`src/rtl/poly_note_player.sv`:
```
// poly_note_player
//   Multi-voice note player. Each of NUM_VOICES voices holds a note and a
//   beat-counted duration and feeds its own frequency ROM and sine reader.
//   On a codec request, all sine readers are asked for their next sample.
//   The mixer waits for every voice, then sums the captured samples, scales
//   the sum down and saturates it into one registered output sample.
// Ports
//   clk                  system clock
//   reset                asynchronous, active-low reset
//   play_enable          1 = play, 0 = pause (counters freeze, voices silent)
//   load_new_note        load strobe for voice voice_sel
//   voice_sel            target voice; values >= NUM_VOICES are ignored
//   note_to_load         note for the loaded voice (0 = rest)
//   duration_to_load     duration for the loaded voice, in beats
//   beat                 1/48 s beat strobe
//   generate_next_sample codec request strobe
//   done_with_note       per voice, 1 while its remaining time is 0
//   all_done             AND of done_with_note
//   sample_out           mixed signed sample, held between pulses
//   new_sample_ready     one-cycle pulse when sample_out is updated
//   overrun              sticky flag: request arrived while mixer was busy

module pnp_frequency_rom #(
  parameter int NOTE_W = 6,
  parameter int STEP_W = 20
) (
  input  logic              clk,
  input  logic              reset,
  input  logic [NOTE_W-1:0] note,
  output logic [STEP_W-1:0] step_size
);

  logic [NOTE_W-1:0] idx_c;
  logic [NOTE_W-1:0] oct_c;
  logic [3:0]        semi_c;
  logic [11:0]       base_c;

  // Note 1 is A1 (55 Hz); twelve semitones per octave, octaves by doubling.
  always_comb begin
    idx_c  = note - NOTE_W'(1);
    semi_c = 4'(idx_c % NOTE_W'(12));
    oct_c  = idx_c / NOTE_W'(12);
    case (semi_c)
      4'd0:    base_c = 12'd1201;
      4'd1:    base_c = 12'd1273;
      4'd2:    base_c = 12'd1348;
      4'd3:    base_c = 12'd1429;
      4'd4:    base_c = 12'd1514;
      4'd5:    base_c = 12'd1604;
      4'd6:    base_c = 12'd1699;
      4'd7:    base_c = 12'd1800;
      4'd8:    base_c = 12'd1907;
      4'd9:    base_c = 12'd2021;
      4'd10:   base_c = 12'd2141;
      4'd11:   base_c = 12'd2268;
      default: base_c = 12'd0;
    endcase
  end

  always_ff @(posedge clk or negedge reset) begin
    if (!reset) begin
      step_size <= '0;
    end else if (note == '0) begin
      step_size <= '0;
    end else begin
      step_size <= STEP_W'(base_c) << oct_c;
    end
  end

endmodule

module pnp_sine_reader #(
  parameter int STEP_W   = 20,
  parameter int SAMPLE_W = 16
) (
  input  logic                clk,
  input  logic                reset,
  input  logic                generate_next,
  input  logic [STEP_W-1:0]   step_size,
  output logic [SAMPLE_W-1:0] sample,
  output logic                sample_ready
);

  logic [STEP_W-1:0]     phase_reg;
  logic                  v1_reg;
  logic                  v2_reg;
  logic [15:0]           mag_reg;
  logic                  neg_reg;
  logic [3:0]            idx_c;
  logic [15:0]           signed_c;
  logic [SAMPLE_W+15:0]  wide_c;

  // Quarter-wave table sampled at half-step offsets so that mirroring the
  // index (~idx) gives the second quadrant without a duplicated peak.
  function automatic logic [15:0] quarter_sine(input logic [3:0] a);
    case (a)
      4'd0:    quarter_sine = 16'd1608;
      4'd1:    quarter_sine = 16'd4808;
      4'd2:    quarter_sine = 16'd7962;
      4'd3:    quarter_sine = 16'd11039;
      4'd4:    quarter_sine = 16'd14010;
      4'd5:    quarter_sine = 16'd16846;
      4'd6:    quarter_sine = 16'd19520;
      4'd7:    quarter_sine = 16'd22005;
      4'd8:    quarter_sine = 16'd24279;
      4'd9:    quarter_sine = 16'd26319;
      4'd10:   quarter_sine = 16'd28106;
      4'd11:   quarter_sine = 16'd29621;
      4'd12:   quarter_sine = 16'd30852;
      4'd13:   quarter_sine = 16'd31785;
      4'd14:   quarter_sine = 16'd32412;
      default: quarter_sine = 16'd32728;
    endcase
  endfunction

  always_comb begin
    idx_c    = phase_reg[STEP_W-3 -: 4];
    signed_c = neg_reg ? (16'd0 - mag_reg) : mag_reg;
    // Rescale the 16-bit table value to SAMPLE_W by keeping its top bits.
    wide_c   = {signed_c, SAMPLE_W'(0)};
  end

  // Three-stage pipeline: advance phase, table read, sign and output.
  always_ff @(posedge clk or negedge reset) begin
    if (!reset) begin
      phase_reg    <= '0;
      v1_reg       <= 1'b0;
      v2_reg       <= 1'b0;
      mag_reg      <= '0;
      neg_reg      <= 1'b0;
      sample       <= '0;
      sample_ready <= 1'b0;
    end else begin
      v1_reg       <= generate_next;
      v2_reg       <= v1_reg;
      sample_ready <= v2_reg;
      if (generate_next) begin
        phase_reg <= phase_reg + step_size;
      end
      if (v1_reg) begin
        mag_reg <= quarter_sine(phase_reg[STEP_W-2] ? ~idx_c : idx_c);
        neg_reg <= phase_reg[STEP_W-1];
      end
      if (v2_reg) begin
        sample <= wide_c[SAMPLE_W+15 -: SAMPLE_W];
      end
    end
  end

endmodule

module poly_note_player #(
  parameter int NUM_VOICES  = 4,
  parameter int NOTE_W      = 6,
  parameter int DUR_W       = 6,
  parameter int SAMPLE_W    = 16,
  parameter int GAIN_SHIFT  = $clog2(NUM_VOICES),
  localparam int VSEL_W     = (NUM_VOICES > 1) ? $clog2(NUM_VOICES) : 1
) (
  input  logic                  clk,
  input  logic                  reset,
  input  logic                  play_enable,
  input  logic                  load_new_note,
  input  logic [VSEL_W-1:0]     voice_sel,
  input  logic [NOTE_W-1:0]     note_to_load,
  input  logic [DUR_W-1:0]      duration_to_load,
  input  logic                  beat,
  input  logic                  generate_next_sample,
  output logic [NUM_VOICES-1:0] done_with_note,
  output logic                  all_done,
  output logic [SAMPLE_W-1:0]   sample_out,
  output logic                  new_sample_ready,
  output logic                  overrun
);

  localparam int SUM_W  = SAMPLE_W + $clog2(NUM_VOICES);
  localparam int STEP_W = 20;
  localparam logic signed [SUM_W-1:0] SAT_MAX = SUM_W'((2 ** (SAMPLE_W - 1)) - 1);
  localparam logic signed [SUM_W-1:0] SAT_MIN = SUM_W'(-(2 ** (SAMPLE_W - 1)));

  typedef enum logic [1:0] {ST_IDLE, ST_WAIT, ST_SUM} mix_state_t;

  mix_state_t state_reg;
  mix_state_t state_next;
  logic       sine_gen;

  logic [NUM_VOICES-1:0]          voice_ready;
  logic [NUM_VOICES-1:0]          voice_active;
  logic [NUM_VOICES-1:0]          got_flat;
  logic [NUM_VOICES*SAMPLE_W-1:0] voice_sample_raw;
  logic [NUM_VOICES*SAMPLE_W-1:0] voice_sample;
  logic [NUM_VOICES*SAMPLE_W-1:0] cap_flat;

  logic signed [SUM_W-1:0]    sum_c;
  logic signed [SUM_W-1:0]    shifted_c;
  logic        [SAMPLE_W-1:0] sat_c;

  // All voice samples enter the mixer through this one vector.
  assign voice_sample = voice_sample_raw;

  genvar gi;
  generate
    for (gi = 0; gi < NUM_VOICES; gi++) begin : g_voice
      logic [NOTE_W-1:0]   note_reg;
      logic [DUR_W-1:0]    remain_reg;
      logic [STEP_W-1:0]   step_size;
      logic                got_reg;
      logic [SAMPLE_W-1:0] cap_reg;

      // A load wins over a same-cycle beat for this voice only.
      always_ff @(posedge clk or negedge reset) begin
        if (!reset) begin
          note_reg   <= '0;
          remain_reg <= '0;
        end else if (load_new_note && (voice_sel == VSEL_W'(gi))) begin
          note_reg   <= note_to_load;
          remain_reg <= duration_to_load;
        end else if (beat && play_enable && (remain_reg != '0)) begin
          remain_reg <= remain_reg - DUR_W'(1);
        end
      end

      assign done_with_note[gi] = (remain_reg == '0);
      assign voice_active[gi]   = (remain_reg != '0) && (note_reg != '0) && play_enable;

      pnp_frequency_rom #(
        .NOTE_W (NOTE_W),
        .STEP_W (STEP_W)
      ) u_rom (
        .clk       (clk),
        .reset     (reset),
        .note      (note_reg),
        .step_size (step_size)
      );

      pnp_sine_reader #(
        .STEP_W   (STEP_W),
        .SAMPLE_W (SAMPLE_W)
      ) u_sine (
        .clk           (clk),
        .reset         (reset),
        .generate_next (sine_gen),
        .step_size     (step_size),
        .sample        (voice_sample_raw[gi*SAMPLE_W +: SAMPLE_W]),
        .sample_ready  (voice_ready[gi])
      );

      // Activity is judged when the sample is captured, so a pause that
      // lands mid-request silences the voices that have not reported yet.
      always_ff @(posedge clk or negedge reset) begin
        if (!reset) begin
          got_reg <= 1'b0;
          cap_reg <= '0;
        end else if (sine_gen) begin
          got_reg <= 1'b0;
        end else if ((state_reg == ST_WAIT) && voice_ready[gi]) begin
          got_reg <= 1'b1;
          cap_reg <= voice_active[gi] ? voice_sample[gi*SAMPLE_W +: SAMPLE_W] : '0;
        end
      end

      assign got_flat[gi]                        = got_reg;
      assign cap_flat[gi*SAMPLE_W +: SAMPLE_W]   = cap_reg;
    end
  endgenerate

  assign all_done = &done_with_note;

  always_ff @(posedge clk or negedge reset) begin
    if (!reset) begin
      state_reg <= ST_IDLE;
    end else begin
      state_reg <= state_next;
    end
  end

  // This cycle's readies count toward completion, saving a cycle in WAIT.
  always_comb begin
    state_next = state_reg;
    case (state_reg)
      ST_IDLE: if (generate_next_sample) state_next = ST_WAIT;
      ST_WAIT: if (&(got_flat | voice_ready)) state_next = ST_SUM;
      ST_SUM:  state_next = ST_IDLE;
      default: state_next = ST_IDLE;
    endcase
  end

  always_comb begin
    sine_gen = (state_reg == ST_IDLE) && generate_next_sample;
  end

  always_comb begin
    sum_c = '0;
    for (int i = 0; i < NUM_VOICES; i++) begin
      sum_c = sum_c + SUM_W'($signed(cap_flat[i*SAMPLE_W +: SAMPLE_W]));
    end
    shifted_c = sum_c >>> GAIN_SHIFT;
    if (shifted_c > SAT_MAX) begin
      sat_c = SAT_MAX[SAMPLE_W-1:0];
    end else if (shifted_c < SAT_MIN) begin
      sat_c = SAT_MIN[SAMPLE_W-1:0];
    end else begin
      sat_c = shifted_c[SAMPLE_W-1:0];
    end
  end

  always_ff @(posedge clk or negedge reset) begin
    if (!reset) begin
      sample_out       <= '0;
      new_sample_ready <= 1'b0;
      overrun          <= 1'b0;
    end else begin
      new_sample_ready <= (state_reg == ST_SUM);
      if (state_reg == ST_SUM) begin
        sample_out <= sat_c;
      end
      if (generate_next_sample && (state_reg != ST_IDLE)) begin
        overrun <= 1'b1;
      end
    end
  end

endmodule

```
`config.mk`:
```
export PLATFORM = sky130hd
export DESIGN_NAME = poly_note_player
export DESIGN_NICKNAME = d
export VERILOG_FILES = /design/src/rtl/poly_note_player.sv
export SDC_FILE = /design/constraint.sdc
export NUM_CORES = 1
export LEC_CHECK = 0
export BUFFER_PORTS_ARGS = -buffer_cell sky130_fd_sc_hd__buf_2
export CAP_MARGIN = 40
export CORE_UTILIZATION = 58
export DETAILED_ROUTE_END_ITERATION = 10
export PLACE_DENSITY = 0.74
export SETUP_SLACK_MARGIN = 0.02
export SYNTH_ARGS = -nofsm -noshare
export SYNTH_HDL_FRONTEND = slang
export SYNTH_SLANG_ARGS = --single-unit
```
`constraint.sdc`:
```
create_clock -name clk -period 7.9 [get_ports clk]
set_input_delay 0.79 -clock clk [delete_from_list [all_inputs] [get_ports clk]]
set_output_delay 0.79 -clock clk [all_outputs]
set_load 0.02 [all_outputs]
```
# Yosys cells after proc, flatten, opt, wreduce, memory -nomap -nowiden
# Memories as Yosys holds them, arrays and structs flattened. A register that Yosys moved wholly into a read port is not among the register bits.
# Index checks and enable logic that the tools add are counted.
[totals]
reg_bits = 428
romBits = 1728
input_bits = 20
output_inout_bits = 23
n_memories = 8
[op_classes]
add_sub_neg = 19
div = 8
order_cmp = 2
eq_ne = 7
shifts = 4
n_mux = 31
bitwise = 6
reduce_logical = 52
[mem_list]
columns = ["memory", "depth", "width", "read_ports", "rd_ports_with_merged_regs", "write_ports", "line", "text"]
rows = [
  ["(no name shown)", 16, 15, 1, 1, 0, "96", "case (a)"],
  ["(no name shown)", 16, 15, 1, 1, 0, "96", ""],
  ["(no name shown)", 16, 15, 1, 1, 0, "96", ""],
  ["(no name shown)", 16, 15, 1, 1, 0, "96", ""],
  ["(no name shown)", 16, 12, 1, 0, 0, "43", "case (semi_c)"],
  ["(no name shown)", 16, 12, 1, 0, 0, "43", ""],
  ["+2 memories", "--", "--", "--", "--", "--", "--", ""],
]
[ops]
columns = ["cell", "count"]
rows = [
  ["16-bit two-way mux", 10],
  ["20-bit adder", 4],
  ["20-bit two-way mux", 4],
  ["12-bit by 6-bit << shifter with 20-bit output", 4],
  ["1-bit by 16-bit subtractor with 16-bit output, first input constant", 4],
  ["6-bit zero test", 8],
  ["6-bit two-way mux", 8],
  ["6-bit nonzero test", 8],
  ["6-bit by 1-bit subtractor with 6-bit output, second input constant", 8],
  ["6-bit by 4-bit divider with 6-bit output, second input constant", 4],
  ["6-bit by 4-bit modulo with 6-bit output, second input constant", 4],
  ["1-bit logical AND", 20],
  ["17-bit by 16-bit adder with 18-bit output", 1],
  ["18-bit by 16-bit adder with 18-bit output", 1],
  ["16-bit by 16-bit adder with 17-bit output", 1],
  ["16-bit > comparator, second input constant", 1],
  ["16-bit < comparator, second input constant", 1],
  ["4-bit two-way mux", 4],
  ["4-bit inverter", 4],
  ["2-bit nonzero test", 6],
  ["4-bit AND reduction", 2],
  ["2-bit equality test, second input constant", 3],
  ["2-bit by 1-bit equality test with 1-bit output, second input constant", 2],
  ["1-bit zero test", 4],
  ["other kinds (9)", 13],
]

# Longest topological paths before layout
# Gate-level depths: netlist of run 1.
[depth]
depth_word = 6
ltp_mapped = 27
ltp_nobuf = 21

# Cells and area by module
# From an unflattened synthesis of run 1, not the netlist that was laid out.
[hier_totals]
hier_cells = 3159
hier_area_um2 = 29747.3
[modules_own_cells]
columns = ["module", "instances", "cells_per_inst", "area_per_inst_um2"]
rows = [
  ["pnp_frequency_rom", 4, 238, 1919.3],
  ["poly_note_player", 1, 688, 7449.6],
  ["pnp_sine_reader at g_voice[2].u_sine", 1, 392, 3683.5],
  ["pnp_sine_reader at g_voice[1].u_sine", 1, 373, 3656.0],
  ["pnp_sine_reader at g_voice[0].u_sine", 1, 382, 3647.2],
  ["pnp_sine_reader at g_voice[3].u_sine", 1, 372, 3633.5],
]

# Least setup slack after synthesis of run 1
# No wires, ideal clock.
[synth_path]
kind = "register to register"
from = "reg g_voice[1].note_reg[0]"
to = "reg g_voice[1].u_rom.step_size[7]"
setup_ns = 0.123
t_arrival_ns = 5.369
required_ns = 7.777
slack_ns = 2.408
path_stages_with_launch = 25
path_buffers = 4
path_cell_list = "dfrtp_1 clkbuf_1 clkbuf_1 inv_1 ha_1 or3b_1 xnor2_1 ha_1 clkbuf_1 nor4_1 a211oi_4 o311ai_4 xnor2_1 inv_1 ha_1 nor3_1 nand2_1 mux2_2 a32oi_1 buf_2 a21oi_1 a22oi_1 a21o_1 mux2i_1 o221a_2"
[synth_between]
elab_chain_cells = 5
[synth_rtl]
columns = ["element", "line", "text"]
rows = [
  ["start: declaration", "204", "logic [NOTE_W-1:0] note_reg;"],
  ["start signal: assignment", "216", "note_reg <= note_to_load;"],
  ["6-bit by 1-bit subtractor with 6-bit output", "40", "idx_c = note - NOTE_W'(1);"],
  ["6-bit by 4-bit modulo with 6-bit output", "41", "semi_c = 4'(idx_c % NOTE_W'(12));"],
  ["memory 16 x 12 bit", "--", ""],
  ["12-bit by 6-bit << shifter with 20-bit output", "66", "step_size <= STEP_W'(base_c) << oct_c;"],
  ["20-bit two-way mux *", "63", "end else if (note == '0) begin"],
  ["end signal: assignment", "66", ""],
  ["end: declaration", "30", "output logic [STEP_W-1:0] step_size"],
]
# Mark *: on every way between the ends. The rest lies on a longest branch, timed or not.
# A chain may end at the register's enable or synchronous reset.

# Worst setup path after layout of run 1
# Ends and elaborated chain as after synthesis.

==> metrics.txt, run 1 <==
worst-margin pin slew ~1000 ps; layout cells sized above 1 8.824%; power share of the combinational group between 50% and 60%; area grow syn2layout 8.881%; # diodes 0; Synth Area in Compound Gates between 10% and 20%; dpl ws about 1200 ps; final worst setup slack roughly 1100 ps; Synth top area share about two fifths; main combinational cell family by area after synthesis compound AO/OA/AOI/OAI gates; max incr delay on CP 780 ps; worst path cell trace inv_1, ha_1, or3b_1, xnor2_1, ha_1, nand2b_1, o21ai_0, a211oi_4, o311ai_4, xnor2_1, inv_1, ha_1, nor3_1, nand2_1, mux2_2, a32oi_1, a21oi_1, a22oi_1, a21o_1, mux2i_1, o221a_2; drc violations 0; IO buf count 42; GP Congestion 0.8820; filler instances around 3,800; Total Power 14.93 mW; top sig layer met4; Num CTS Buffers 49; Placeable Area 0.04656 mm^2; pwr dens ~500 mW/mm^2; max_cap viols 0; Largest register FFs 80; clock buffer depth 3; sw frac a little under half; 1st-pass router iterations 6; antenna violations before repair 0; Req. time, crit path roughly 8400 ps; crit path launch type flip-flop; DR vias/cell approximately 6; Sequential Area between 0.01 and 0.015 mm^2; Post-CTS Setup Bufs 0; Fmax 0.1465 GHz; final hold viol count 0; Synth area leaders dfrtp_1, ha_1, o21ai_0; H-tree depth 2; predominant post-synthesis flop cell dfrtp_1; Syn Nets around 3,300; Simple-Gate Fraction of Synth Area ~16%; clock power share 16.2%; Peak VDD IR just under 400 uV; Top Ports 43; CTS tree done; Mapped Avg Cell Area about 8.9 um^2; Synth Area in Adders between 10% and 20%; clk sink count 420; post-synth top area cell dfrtp_1; CP max FO 19; power share of the sequential group between 20% and 30%; antenna viol nets, final 0; clock root buffer clkbuf_16; Post-Route WL approximately 63,000 um; critical path class reg -> reg; Slew Limit Fails 0; Distinct cells, synth between 90 and 100; status completed; sw power ~6.8 mW; WL per Instance about 17 um; # setup viols final 0; DR WL met2 between 30,000 and 40,000 um; Die H 219.5 um; die area between 0.04 and 0.05 mm^2; met3 WL approximately 2500 um; crit end category flip-flop; dpl hpwl 45,770 um; CP most frequent cell ha_1; sequential area share after synthesis between 30% and 40%; Synth Warn # 0; M1 WL ~29,000 um; drt initial violations between 1,500 and 2,000; fin crit period 6825 ps; EDFF count, synth 0; worst min path class in -> async; post-cts resize count 0; Initial Utilization slightly below 60%; Synth Area in XOR/XNOR 6.226%; commonest non-fill, non-tap cell in the layout dfrtp_1; multiplexer share of the synthesized area 4.265%; footprint of the multi-input gates approximately 0.016 mm^2; Design Area, Final 0.02987 mm^2; placed inst area roughly 0.028 mm^2; setup_tns 0 ps; GR Overflow Total 0; Die X ~220 um; Arrival @ worst endpoint between 7000 and 8000 ps; Final Core Density between 60% and 70%; final net count between 3,000 and 4,000; Syn Inst Count around 3,100; Worst Skew ~27 ps; ys async rst share 100.0%; gr usage total about a quarter; number of global-route vias before repair around 21,000; Cell Area, Synth between 0.02 and 0.03 mm^2; Clk Latency, worst-skew pair ~600 ps; Final period util ~86%; Row Count slightly below 80; Vias between 20,000 and 25,000; RSZ-0062 raised after global routing no; pin count of the biggest net entering global routing 155; slowest CP cell a32oi_1; commonest cells after routing, fill and taps aside dfrtp_1, nand2_1, o21ai_0; #FFs+latches synth 420; hold buffer count at CTS 0; Top Family by Delay on Critical Path compound AO/OA/AOI/OAI gates; slew margin rel. between 30% and 40%; internal power 8.134 mW; P_leak approximately 13 nW; first-pass GRT wire length 104,800 um; Worst-path clk slew around 60 ps; WP buf/inv 2
==> metrics by stage <==
step,std cells,hold slack [ps]
finish,3701,230.4
CTS,3701,279.6
global route,3701,326.2
global placement,3597,447.3
floorplan,3084,351.9
detailed placement,3611,461.2
==> worst register-to-register path, stage by stage (launching register included) <==
cell	delay, ps
dfrtp_1	610
inv_1	320
ha_1	330
or3b_1	440
xnor2_1	160
ha_1	410
nand2b_1	180
o21ai_0	140
a211oi_4	470
o311ai_4	370
xnor2_1	330
inv_1	110
ha_1	240
nor3_1	310
nand2_1	80
mux2_2	290
a32oi_1	780
a21oi_1	150
a22oi_1	400
a21o_1	180
mux2i_1	90
o221a_2	310
==> Yosys cell counts (all sizes together), types with 11 or more instances <==
| cell type | count |
|---|---|
| nand3 | 60 |
| nand3b | 13 |
| o21ai | 310 |
| xnor2 | 120 |
| o22ai | 22 |
| and2 | 16 |
| xor2 | 75 |
| a31oi | 30 |
| nor2 | 212 |
| and3 | 22 |
| fa | 37 |
| ha | 174 |
| nand2 | 357 |
| nor2b | 27 |
| buf | 24 |
| o31ai | 24 |
| o21a | 25 |
| o211ai | 34 |
| dfrtp | 420 |
| or3 | 28 |
| nor3b | 11 |
| nand2b | 27 |
| inv | 213 |
| nor4 | 14 |
| mux2i | 28 |
| a21oi | 208 |
| a211oi | 30 |
| o221ai | 13 |
| mux2 | 73 |
| or2 | 17 |
| nor3 | 77 |
| clkbuf | 125 |
| nand4 | 11 |
| a21o | 23 |
| or4 | 14 |
==> power groups by stage <==
stage	clock network (mW)	registers [mW]	logic, mW
after floorplan	0	3.57	6.91
after global placement	0	3.79	8.30
after detailed placement	0	3.80	8.62
after global routing	2.55	3.89	9.80
final	2.42	3.77	8.74
after CTS	2.47	3.77	8.68
==> logic make-up after synthesis <==
group           after synthesis
compound gates              855
flops                       420
mux                         104
fa+ha+maj                   211
xor+xnor                    195
simple gates                932
buf+inv                     367
==> layout make-up <==
class                      instances  area share (%)
tap                              607           2.543
clock inverter                    23           1.227
inverter                         218           2.744
timing repair buffer              69           1.646
multi-input combinational       2297           52.02
sequential                       420           35.21
clock buffer                      67           4.604
==> final timing paths <==
| check | start | endpoint | slack, ps | depth (start not counted) |
|---|---|---|---|---|
| min in group clk | duration_to_load[0] | g_voice[0].remain_reg[0] | 470 | 3 |
| max in group asynchronous | reset | g_voice[3].u_sine.v1_reg | 6220 | 2 |
| worst max-delay path | g_voice[1].note_reg[0] | g_voice[1].u_rom.step_size[7] | 1070 | 21 |
| worst min-delay path | reset | sample_out[2] | 230 | 1 |
| worst max register to register | g_voice[1].note_reg[0] | g_voice[1].u_rom.step_size[7] | 1070 | 21 |
| worst min register to register | g_voice[2].u_sine.phase_reg[19] | g_voice[2].u_sine.phase_reg[19] | 470 | 1 |
==> per-layer routing <==
layer	vias to the layer above	GRT usage, %
met5	-	0
met1	10730	36.70
li1	10790	-
met4	0	8.218
met2	507	43.76
met3	116	2.899
No activity file was read; power rests on OpenSTA's default activity.
==> run 2: changes to the inputs <==
CTS_BUF_LIST = sky130_fd_sc_hd__clkbuf_8   (was unset)
==> metrics.txt, run 2 (same netlist as run 1, synthesis figures left out) <==
Hold Slack 223.5 ps (-6.907 ps); CP most frequent cell ha_1; clock root buffer clkbuf_8; Die H 219.5 um (unchanged); Post-Route WL 62,720 um (-0.42%); clk sink count 420 (unchanged); slowest CP cell a32oi_1; antenna violations before repair 0 (unchanged); pwr dens 491.1 mW/mm^2 (-1.7%); Placeable Area 0.04656 mm^2 (unchanged); max_cap viols 0 (unchanged); Num CTS Buffers 76 (+55%); sw frac 46.39% (+0.87 points); filler instances 3,782 (+0.77%); final net count 3,313 (+0.82%); clock buffer depth 3 (unchanged); worst-margin pin slew 1048 ps (+28.18 ps); CTS tree done; Post-CTS Setup Bufs 0 (unchanged); Die X 219.5 um (unchanged); slew margin rel. 30.11% (-1.9 points); first-pass GRT wire length 104,400 um (-0.41%); commonest cells after routing, fill and taps aside dfrtp_1, nand2_1, o21ai_0; hold buffer count at CTS 0 (unchanged); number of global-route vias before repair 21,270 (+0.76%); # setup viols final 0 (unchanged); Row Count 79 (unchanged); Req. time, crit path 8430 ps (+60 ps); gr usage total 26.53% (about the same); Worst Skew 21.76 ps (-5.037 ps); worst path cell trace inv_1, ha_1, or3b_1, xnor2_1, ha_1, nand2b_1, o21ai_0, a211oi_4, o311ai_4, xnor2_1, inv_1, ha_1, nor3_1, nand2_1, mux2_2, a32oi_1, a21oi_1, a22oi_1, a21o_1, mux2i_1, o221a_2; Fmax 0.1467 GHz (+0.13%); crit end category flip-flop; layout cells sized above 1 9.697% (+0.87 points); clock power share 14.3% (-1.9 points); GR Overflow Total 0 (unchanged); drc violations 0 (unchanged); internal power 7.815 mW (-3.9%); 1st-pass router iterations 7 (+1); worst min path class in -> async; Initial Utilization 58.92% (unchanged); CP max FO 19 (unchanged); WL per Instance 16.76 um (-1.5%); crit path launch type flip-flop; Clk Latency, worst-skew pair 650 ps (+50 ps); Final period util 86.28% (-0.11 points); max incr delay on CP 800 ps (+20 ps); die area 0.04817 mm^2 (unchanged); power share of the combinational group 59.8% (+1.3 points); fin crit period 6816 ps (-8.900 ps); critical path class reg -> reg; Arrival @ worst endpoint 7350 ps (+50 ps); Total Power 14.58 mW (-2.4%); Vias 22,200 (+0.24%); P_leak 13.33 nW (+0.35%); antenna viol nets, final 0 (unchanged); dpl hpwl 45,770 um (unchanged); Top Ports 43 (unchanged); drt initial violations 1,592 (-5.2%); Worst-path clk slew 60 ps (about the same); Peak VDD IR 365.1 uV (-7.9%); RSZ-0062 raised after global routing no; GP Congestion 0.8820 (unchanged); Worst R2R Path Depth 21 (unchanged); power share of the sequential group 25.9% (+0.6 points); H-tree depth 3 (+1); commonest non-fill, non-tap cell in the layout dfrtp_1; sw power 6.762 mW (-0.48%); DR vias/cell 5.930 (-0.89%); final hold viol count 0 (unchanged); area grow syn2layout 8.201%; Slew Limit Fails 0 (unchanged); IO buf count 42 (unchanged); pin count of the biggest net entering global routing 155 (unchanged); Largest register FFs 80 (unchanged); setup_tns 0 ps (unchanged); status completed; post-cts resize count 0 (unchanged)
[run 2: cell types whose count changed in the layout (fill, tap and decap cells not counted), sizes merged]
| cell | previous run | this run |
|---|---|---|
| diode | 0 | 1 |
| clkbuf | 67 | 93 |
| inv | 215 | 238 |
| clkinv | 12 | 13 |
| clkinvlp | 6 | 2 |
| bufinv | 8 | 3 |
[run 2: final timing paths]
kind / endpoint / startpoint / slack, ps
max: g_voice[1].u_rom.step_size[7] / g_voice[1].note_reg[0] / 1080
min: sample_out[2] / reset / 220
max reg2reg: g_voice[1].u_rom.step_size[7] / g_voice[1].note_reg[0] / 1080
min reg2reg: sample_out[9] / sample_out[9] / 470
max in group asynchronous: g_voice[3].u_sine.v1_reg / reset / 6290
min in group clk: g_voice[0].remain_reg[0] / duration_to_load[0] / 430
[run 2: area by class of cell]
type | instances | area (um^2) | share of cell area [%]
diodes | 1 | 2.502 | 0.008431
clock buffers | 93 | 1280 | 4.312
clock inverters | 38 | 272.8 | 0.9190
inverters | 218 | 819.5 | 2.761
multi-input cells | 2297 | 15540 | 52.35
flip-flops and latches | 420 | 10520 | 35.44
well taps | 607 | 759.5 | 2.559
repair buffers | 69 | 491.7 | 1.657
[run 2: worst max-delay path, delay by kind of cell, from the launching register on]
| kind | cells | cell delay (ps) |
|---|---|---|
| AO/OA/AOI/OAI | 8 | 2810 |
| AND/OR/NAND/NOR | 4 | 1010 |
| adder cells (fa/ha/maj) | 3 | 990 |
| flip-flops | 1 | 610 |
| XOR/XNOR | 2 | 480 |
| buffers and inverters | 2 | 430 |
| multiplexers | 2 | 380 |
[run 2: through the flow]
| stage | utilization (%) | worst slack [ps] | cells | cell area [um^2] |
|---|---|---|---|---|
| 6_report | 63.75 | 1084 | 3743 | 29680 |
| 2_1_floorplan | - | 2408 | 3084 | 27430 |
| 4_1_cts | 63.75 | 1167 | 3742 | 29680 |
| 3_3_place_gp | 60.07 | 1396 | 3597 | 27960 |
| 3_5_place_dp | 60.41 | 1176 | 3611 | 28130 |
| 5_1_grt | 63.75 | 634.8 | 3742 | 29680 |
[run 2: metal layers]
metal	global-route usage [%]	vias to the layer above	routed length (um)
li1	-	10840	-
met1	36.10	10720	28810
met2	43.34	520	29660
met3	4.444	114	2823
met4	8.032	0	1424
met5	0	-	0
[run 2: power by group through the flow]
stage          registers [mW]  clock network [mW]  logic, mW
3_3_place_gp             3.79                   0       8.30
3_5_place_dp             3.80                   0       8.62
4_1_cts                  3.77                2.15       8.67
5_1_grt                  3.89                2.25       9.80
2_1_floorplan            3.57                   0       6.91
6_report                 3.77                2.09       8.71
